[src/rtl/vnlp_accumulator.sv]
`default_nettype none
// ============================================================================
//  Module   : vnlp_accumulator
//  Purpose  : Per-node X^2+Y^2 via a sequential shift-add multiplier, with
//             saturating sums of X, Y, X^2+Y^2 and a node count. Raises a
//             sticky done flag after the node flagged last.
//  Revision : 1.0  initial release
// ============================================================================
module vnlp_accumulator #(
   parameter int DATA_W = 8,
   parameter int ACC_W  = 24,
   parameter int CNT_W  = 8
) (
   input  logic              clk,
   input  logic              rst,       // asynchronous, active-low
   input  logic              start,
   input  logic              in_valid,
   output logic              in_ready,
   input  logic [DATA_W-1:0] in_x,
   input  logic [DATA_W-1:0] in_y,
   input  logic              in_last,
   output logic [ACC_W-1:0]  sum_x,
   output logic [ACC_W-1:0]  sum_y,
   output logic [ACC_W-1:0]  sum_sq,
   output logic [CNT_W-1:0]  count,
   output logic              out_valid,
   output logic              overflow
);

   localparam int PROD_W = 2*DATA_W + 1;          // holds X^2+Y^2 exactly
   localparam int BIT_W  = $clog2(DATA_W + 1);
   localparam logic [BIT_W-1:0] C_LAST_BIT = BIT_W'(DATA_W - 1);
   localparam logic [BIT_W-1:0] C_BIT_ONE  = BIT_W'(1);

   typedef enum logic [2:0] {
      S_IDLE = 3'd0,
      S_WAIT = 3'd1,
      S_MULX = 3'd2,
      S_MULY = 3'd3,
      S_ACC  = 3'd4,
      S_DONE = 3'd5
   } state_t;

   state_t              state_q,  state_d;
   logic [DATA_W-1:0]   x_q,      x_d;
   logic [DATA_W-1:0]   y_q,      y_d;
   logic                last_q,   last_d;
   logic [PROD_W-1:0]   prod_q,   prod_d;
   logic [PROD_W-1:0]   mcand_q,  mcand_d;   // multiplicand, shifts left
   logic [DATA_W-1:0]   mplier_q, mplier_d;  // multiplier, scanned LSB-first
   logic [BIT_W-1:0]    bit_q,    bit_d;
   logic [ACC_W-1:0]    sx_q,     sx_d;
   logic [ACC_W-1:0]    sy_q,     sy_d;
   logic [ACC_W-1:0]    sq_q,     sq_d;
   logic [CNT_W-1:0]    cnt_q,    cnt_d;
   logic                ovf_q,    ovf_d;

   // Widened sums: the extra top bit is the saturation indicator
   logic [ACC_W:0]      w_sx_sum;
   logic [ACC_W:0]      w_sy_sum;
   logic [ACC_W:0]      w_sq_sum;
   logic [CNT_W:0]      w_cnt_sum;

   assign w_sx_sum  = {1'b0, sx_q}  + {{(ACC_W+1-DATA_W){1'b0}}, x_q};
   assign w_sy_sum  = {1'b0, sy_q}  + {{(ACC_W+1-DATA_W){1'b0}}, y_q};
   assign w_sq_sum  = {1'b0, sq_q}  + {{(ACC_W+1-PROD_W){1'b0}}, prod_q};
   assign w_cnt_sum = {1'b0, cnt_q} + {{CNT_W{1'b0}}, 1'b1};

   // Handshake depends only on state and start, never on in_valid
   assign in_ready  = (state_q == S_WAIT) && !start;
   assign out_valid = (state_q == S_DONE);
   assign sum_x     = sx_q;
   assign sum_y     = sy_q;
   assign sum_sq    = sq_q;
   assign count     = cnt_q;
   assign overflow  = ovf_q;

   // Next-state and datapath: capture, shift-add multiply, saturating accumulate
   always_comb begin
      state_d  = state_q;
      x_d      = x_q;
      y_d      = y_q;
      last_d   = last_q;
      prod_d   = prod_q;
      mcand_d  = mcand_q;
      mplier_d = mplier_q;
      bit_d    = bit_q;
      sx_d     = sx_q;
      sy_d     = sy_q;
      sq_d     = sq_q;
      cnt_d    = cnt_q;
      ovf_d    = ovf_q;

      case (state_q)
         S_IDLE: ;
         S_WAIT: begin
            if (in_valid) begin
               x_d      = in_x;
               y_d      = in_y;
               last_d   = in_last;
               prod_d   = '0;
               mcand_d  = {{(PROD_W-DATA_W){1'b0}}, in_x};
               mplier_d = in_x;
               bit_d    = '0;
               state_d  = S_MULX;
            end
         end
         S_MULX, S_MULY: begin
            if (mplier_q[0]) prod_d = prod_q + mcand_q;
            mcand_d  = mcand_q << 1;
            mplier_d = mplier_q >> 1;
            bit_d    = bit_q + C_BIT_ONE;
            if (bit_q == C_LAST_BIT) begin
               bit_d = '0;
               if (state_q == S_MULX) begin
                  // Second pass squares y into the same product register
                  mcand_d  = {{(PROD_W-DATA_W){1'b0}}, y_q};
                  mplier_d = y_q;
                  state_d  = S_MULY;
               end else begin
                  state_d  = S_ACC;
               end
            end
         end
         S_ACC: begin
            if (w_sx_sum[ACC_W]) begin
               sx_d = '1; ovf_d = 1'b1;
            end else begin
               sx_d = w_sx_sum[ACC_W-1:0];
            end
            if (w_sy_sum[ACC_W]) begin
               sy_d = '1; ovf_d = 1'b1;
            end else begin
               sy_d = w_sy_sum[ACC_W-1:0];
            end
            if (w_sq_sum[ACC_W]) begin
               sq_d = '1; ovf_d = 1'b1;
            end else begin
               sq_d = w_sq_sum[ACC_W-1:0];
            end
            if (w_cnt_sum[CNT_W]) begin
               cnt_d = '1; ovf_d = 1'b1;
            end else begin
               cnt_d = w_cnt_sum[CNT_W-1:0];
            end
            state_d = last_q ? S_DONE : S_WAIT;
         end
         S_DONE: ;
         default: state_d = S_IDLE;
      endcase

      // start wins over everything, abandoning any multiply in flight
      if (start) begin
         sx_d    = '0;
         sy_d    = '0;
         sq_d    = '0;
         cnt_d   = '0;
         ovf_d   = 1'b0;
         state_d = S_WAIT;
      end
   end

   // State and datapath registers with asynchronous active-low reset
   always_ff @(posedge clk or negedge rst) begin
      if (!rst) begin
         state_q  <= S_IDLE;
         x_q      <= '0;
         y_q      <= '0;
         last_q   <= 1'b0;
         prod_q   <= '0;
         mcand_q  <= '0;
         mplier_q <= '0;
         bit_q    <= '0;
         sx_q     <= '0;
         sy_q     <= '0;
         sq_q     <= '0;
         cnt_q    <= '0;
         ovf_q    <= 1'b0;
      end else begin
         state_q  <= state_d;
         x_q      <= x_d;
         y_q      <= y_d;
         last_q   <= last_d;
         prod_q   <= prod_d;
         mcand_q  <= mcand_d;
         mplier_q <= mplier_d;
         bit_q    <= bit_d;
         sx_q     <= sx_d;
         sy_q     <= sy_d;
         sq_q     <= sq_d;
         cnt_q    <= cnt_d;
         ovf_q    <= ovf_d;
      end
   end

endmodule
`default_nettype wire

[config.mk]
export PLATFORM = sky130hd
export DESIGN_NAME = vnlp_accumulator
export DESIGN_NICKNAME = d
export VERILOG_FILES = /design/src/rtl/vnlp_accumulator.sv
export SDC_FILE = /design/constraint.sdc
export NUM_CORES = 1
export LEC_CHECK = 0
export CORE_ASPECT_RATIO = 1.75
export CORE_MARGIN = 3
export CORE_UTILIZATION = 60
export CTS_BUF_LIST = sky130_fd_sc_hd__clkbuf_16
export CTS_CLUSTER_DIAMETER = 40
export DETAILED_ROUTE_END_ITERATION = 12
export MAX_ROUTING_LAYER = met4
export PLACE_DENSITY = 0.85
export SLEW_MARGIN = 15
export SYNTH_ARGS = -nofsm -noshare
export SYNTH_HDL_FRONTEND = slang
export SYNTH_SLANG_ARGS = --single-unit
[constraint.sdc]
create_clock -name clk -period 7.8 [get_ports clk]
set_input_delay 1.95 -clock clk [delete_from_list [all_inputs] [get_ports clk]]
set_output_delay 1.95 -clock clk [all_outputs]
set_load 0.02 [all_outputs]
==> results summary <==
The worst relative slew slack came out at 0.299. The setup total negative slack came out at 0 ns. The residual DRC count is 0. The detailed-routed wire length on met3 is 807 um. The worst supply voltage drop on vdd is 0.168 mV. The run finished with clean final reports. The number of flops mapped to enable cells by yosys came out at 0. The number of slew-limit violations in the final report came to 0. The setup path with the least slack is of type in -> out. The number of instances resized during post-cts repair is 0.

The clock transition at the register clock pins on the worst setup and hold paths after CTS is 0.06 ns. The critical path data required time came out at 5.85 ns. After synthesis, the share of flip-flops with an asynchronous set or reset is 1.00.

The power after layout came out at 2.22 mW. The cell count after synthesis is 990. The number of H-tree branching levels is 4. The height of the chip is 166 um. The proportion of power drawn by flip-flops and latches is 0.416.

STA puts the critical path data arrival time at 3.04 ns. The area of the die is 16200 sq um. On the final layout, the worst clock skew is 0.0113 ns.

The worst setup path is launched from a primary input. The total detailed-routing wirelength is 23300 um. The average instance in the mapped netlist occupies 8.88 sq um. The placed instances occupy a cell area of 9910 sq um. Wire segments on met2 add up to 12700 um in the final route. Setup violations remaining at the end of the flow were counted as 0. The insertion delay of the later-clocked pin in the worst-skew pair is 0.42 ns.

The number of warnings issued by yosys is 0. The number of different library cells used by synthesis comes to 68. The buffer count from post-CTS setup fixing came out at 0. After synthesis, the cell types taking the most area are sky130_fd_sc_hd__dfrtp_1, sky130_fd_sc_hd__ha_1, sky130_fd_sc_hd__nand2_1.

The highest layer touched by signal routing is met4. The first routing iteration left 468 violations. The number of I/O port buffers came out at 103. After floorplanning, the core was divided into 57 placement rows. The clock drives 147 sinks. The core region is 14100 sq um. The total number of vias came out at 7955. The share of layout cells above drive strength 1 is 0.0451.

The final estimated routing congestion in global placement came out at 0.898. The total nets after synthesis is 1066. The final standard cell count with taps included and fillers excluded came out at 1264. Summed over all cells, the static leakage comes to 4.73 nW. Static timing analysis puts the maximum clock frequency at 0.200 GHz.

The horizontal die dimension is 97.5 um. The first global-routing pass estimated 38900 um of wire. In this run, post-CTS hold repair placed 0 buffers. The register area share after synthesis is 0.419.

The number of nets still failing antenna checks after routing is 0. The initial antenna violation count is 0. The total count of hold-check failures in the final report is 0. The netlist area before placement is 8790 sq um. Summed over all nets, the switching power comes to 702 uW. Max-cap violations in this run came to 0. The clock share of power is 0.360. The area overhead of the layout relative to synthesis is 19.2%.

The detailed-routing wirelength on met1 is 8950 um. The first TritonRoute pass finished after 5 iterations. The final core utilization is 0.742. In the finished design, the share of the clock period the worst path needs comes to 0.639. The most used flip-flop cell after synthesis is sky130_fd_sc_hd__dfrtp_1. The internal cell power came out at 1.51 mW.

STA classifies the critical path endpoint as an output port. The total inserted antenna cells came out at 0. The finished cells cover 10500 sq um. The maximum count of clock buffers along a single path came out at 2. The proportion of power drawn by combinational gates came out at 0.224. Setup repair after global routing left no endpoint under its margin. Pin placement for this block handled 104 I/O pins. The number of nets at the end of the flow came out at 1152.

The clock buffer count from CTS is 17. The maximum fanout encountered on the critical timing path came out at 2. The largest net degree at the start of global routing is 87. The cell sitting at the root of the clock tree is a sky130_fd_sc_hd__clkbuf_16.

TritonCTS built the clock tree. The top-area cell type share of the netlist area is 0.419. The number of synthesized register bits came out at 147. In this run the worst hold path is classified as reg -> reg.

Of the total power, the share spent switching nets is 0.317. Detailed placement ended at an HPWL of 16500 um. The cell count after placement is 1234. The initial utilization of the core area, before any placement, comes to 0.622. The number of global-route vias before repair came out at 7927. In the global route stage, overall resource usage came out at 0.300. The per-cell routed wire length is 18.4 um. The via count normalized by instance count came out at 6.29. The power density over the cells is 212 nW/um^2. The measured slew at the worst slew-check pin is 1.05 ns.

Summed over all instances, the cell type with the most area after synthesis is sky130_fd_sc_hd__dfrtp_1. For the finished layout, the period the worst path requires is 4.99 ns. The leftover overflow at the end of global routing is 0.
[cell usage in the layout (no fill, tap or decap), types with 4 or more instances in the layout]
cell type                         instances
sky130_fd_sc_hd__clkbuf_16               17
sky130_fd_sc_hd__clkinv_4                 4
sky130_fd_sc_hd__a221o_1                  4
sky130_fd_sc_hd__o21bai_1                 7
sky130_fd_sc_hd__and2_1                  12
sky130_fd_sc_hd__nand2b_1                11
sky130_fd_sc_hd__nor2b_1                  6
sky130_fd_sc_hd__ha_1                    51
sky130_fd_sc_hd__o21ai_0                 44
sky130_fd_sc_hd__inv_1                   20
sky130_fd_sc_hd__a2111oi_0                4
sky130_fd_sc_hd__buf_4                    5
sky130_fd_sc_hd__o211ai_1                 4
sky130_fd_sc_hd__dfrtp_1                147
sky130_fd_sc_hd__a31oi_1                 10
sky130_fd_sc_hd__nand4_1                 13
sky130_fd_sc_hd__o22ai_1                 13
sky130_fd_sc_hd__o21a_1                  10
sky130_fd_sc_hd__nor3_1                  47
sky130_fd_sc_hd__xor2_1                  14
sky130_fd_sc_hd__and4_1                   7
sky130_fd_sc_hd__or3_1                    4
sky130_fd_sc_hd__fa_1                     4
sky130_fd_sc_hd__a211oi_1                20
sky130_fd_sc_hd__and3_1                  10
sky130_fd_sc_hd__a22o_1                  12
sky130_fd_sc_hd__nor2_1                 116
sky130_fd_sc_hd__mux2i_1                 16
sky130_fd_sc_hd__o31ai_1                  4
sky130_fd_sc_hd__a21oi_1                 75
sky130_fd_sc_hd__xnor2_1                 22
sky130_fd_sc_hd__nand3_1                 31
sky130_fd_sc_hd__nand2_1                127
sky130_fd_sc_hd__a311oi_1                14
sky130_fd_sc_hd__a21o_1                  17
sky130_fd_sc_hd__clkdlybuf4s50_1        101
[final timing paths]
kind	startpoint	to	slack (ns)	depth (start not counted)
worst max-delay path	start	in_ready	2.81	3
max in group asynchronous	rst	y_q[7]	4.90	2
worst min register to register	last_q	last_q	0.49	2
worst min-delay path	last_q	last_q	0.49	2
worst max register to register	sum_x[0]	sum_x[13]	4.49	8
min in group asynchronous	rst	sum_y[17]	1.58	1
[power groups by stage]
stage,logic (mW),clock network [mW],registers [mW]
6_report,0.497,0.797,0.923
5_1_grt,0.554,0.833,0.932
4_1_cts,0.495,0.801,0.921
3_5_place_dp,0.490,0,0.934
3_3_place_gp,0.473,0,0.933
2_1_floorplan,0.380,0,0.897
[stage by stage]
| stage | setup slack (ns) | hold slack (ns) |
|---|---|---|
| 4_1_cts | 2.83 | 0.481 |
| 5_1_grt | 2.77 | 0.509 |
| 3_5_place_dp | 2.85 | 0.463 |
| 2_1_floorplan | 2.97 | 0.440 |
| 6_report | 2.81 | 0.486 |
| 3_3_place_gp | 2.83 | 0.459 |
[per-layer routing]
metal | vias up | global-route usage
met3 | 65 | 0.0387
met5 | - | -
met1 | 3892 | 0.340
met2 | 221 | 0.528
met4 | 0 | 0.125
li1 | 3777 | -
[synth_stat cells, types with 19 or more instances]
cell,instances
sky130_fd_sc_hd__dfrtp_1,147
sky130_fd_sc_hd__nand2_1,127
sky130_fd_sc_hd__nor2_1,116
sky130_fd_sc_hd__a21oi_1,75
sky130_fd_sc_hd__ha_1,51
sky130_fd_sc_hd__nor3_1,47
sky130_fd_sc_hd__o21ai_0,44
sky130_fd_sc_hd__clkbuf_1,34
sky130_fd_sc_hd__nand3_1,31
sky130_fd_sc_hd__xnor2_1,22
sky130_fd_sc_hd__a211oi_1,20
sky130_fd_sc_hd__inv_1,19
[layout make-up]
| class | instances | area [sq um] |
|---|---|---|
| clock buffers | 17 | 425 |
| clock inverters | 13 | 140 |
| fillers | 1055 | 3640 |
| inverters | 19 | 71.3 |
| multi-input cells | 783 | 4880 |
| flip-flops and latches | 147 | 3680 |
| well taps | 177 | 221 |
| repair buffers | 108 | 1060 |
[cells by family (layout without fill, tap and decap cells)]
family | after synthesis | count (layout) | share of synthesized area
mux | 16 | 16 | 0.0182
compound gates | 266 | 266 | 0.200
simple gates | 410 | 410 | 0.219
fa+ha+maj | 55 | 55 | 0.0817
buf+inv | 60 | 157 | 0.0268
xor+xnor | 36 | 36 | 0.0359
flops | 147 | 147 | 0.419
[critical path, stage by stage]
cell	delay (ns)
sky130_fd_sc_hd__buf_2	0.13
sky130_fd_sc_hd__nor3b_1	0.29
sky130_fd_sc_hd__clkdlybuf4s50_1	0.67
[state kept, by name, summed over array words and instances, names as in the netlist]
name      count
sum_sq       24
sum_x        24
sum_y        24
mcand_q      17
prod_q       17
count         8
mplier_q      8
x_q           8
y_q           8
bit_q         4
state_q       3
last_q        1
overflow      1
Note: power is estimated with default switching activity, not from simulation.
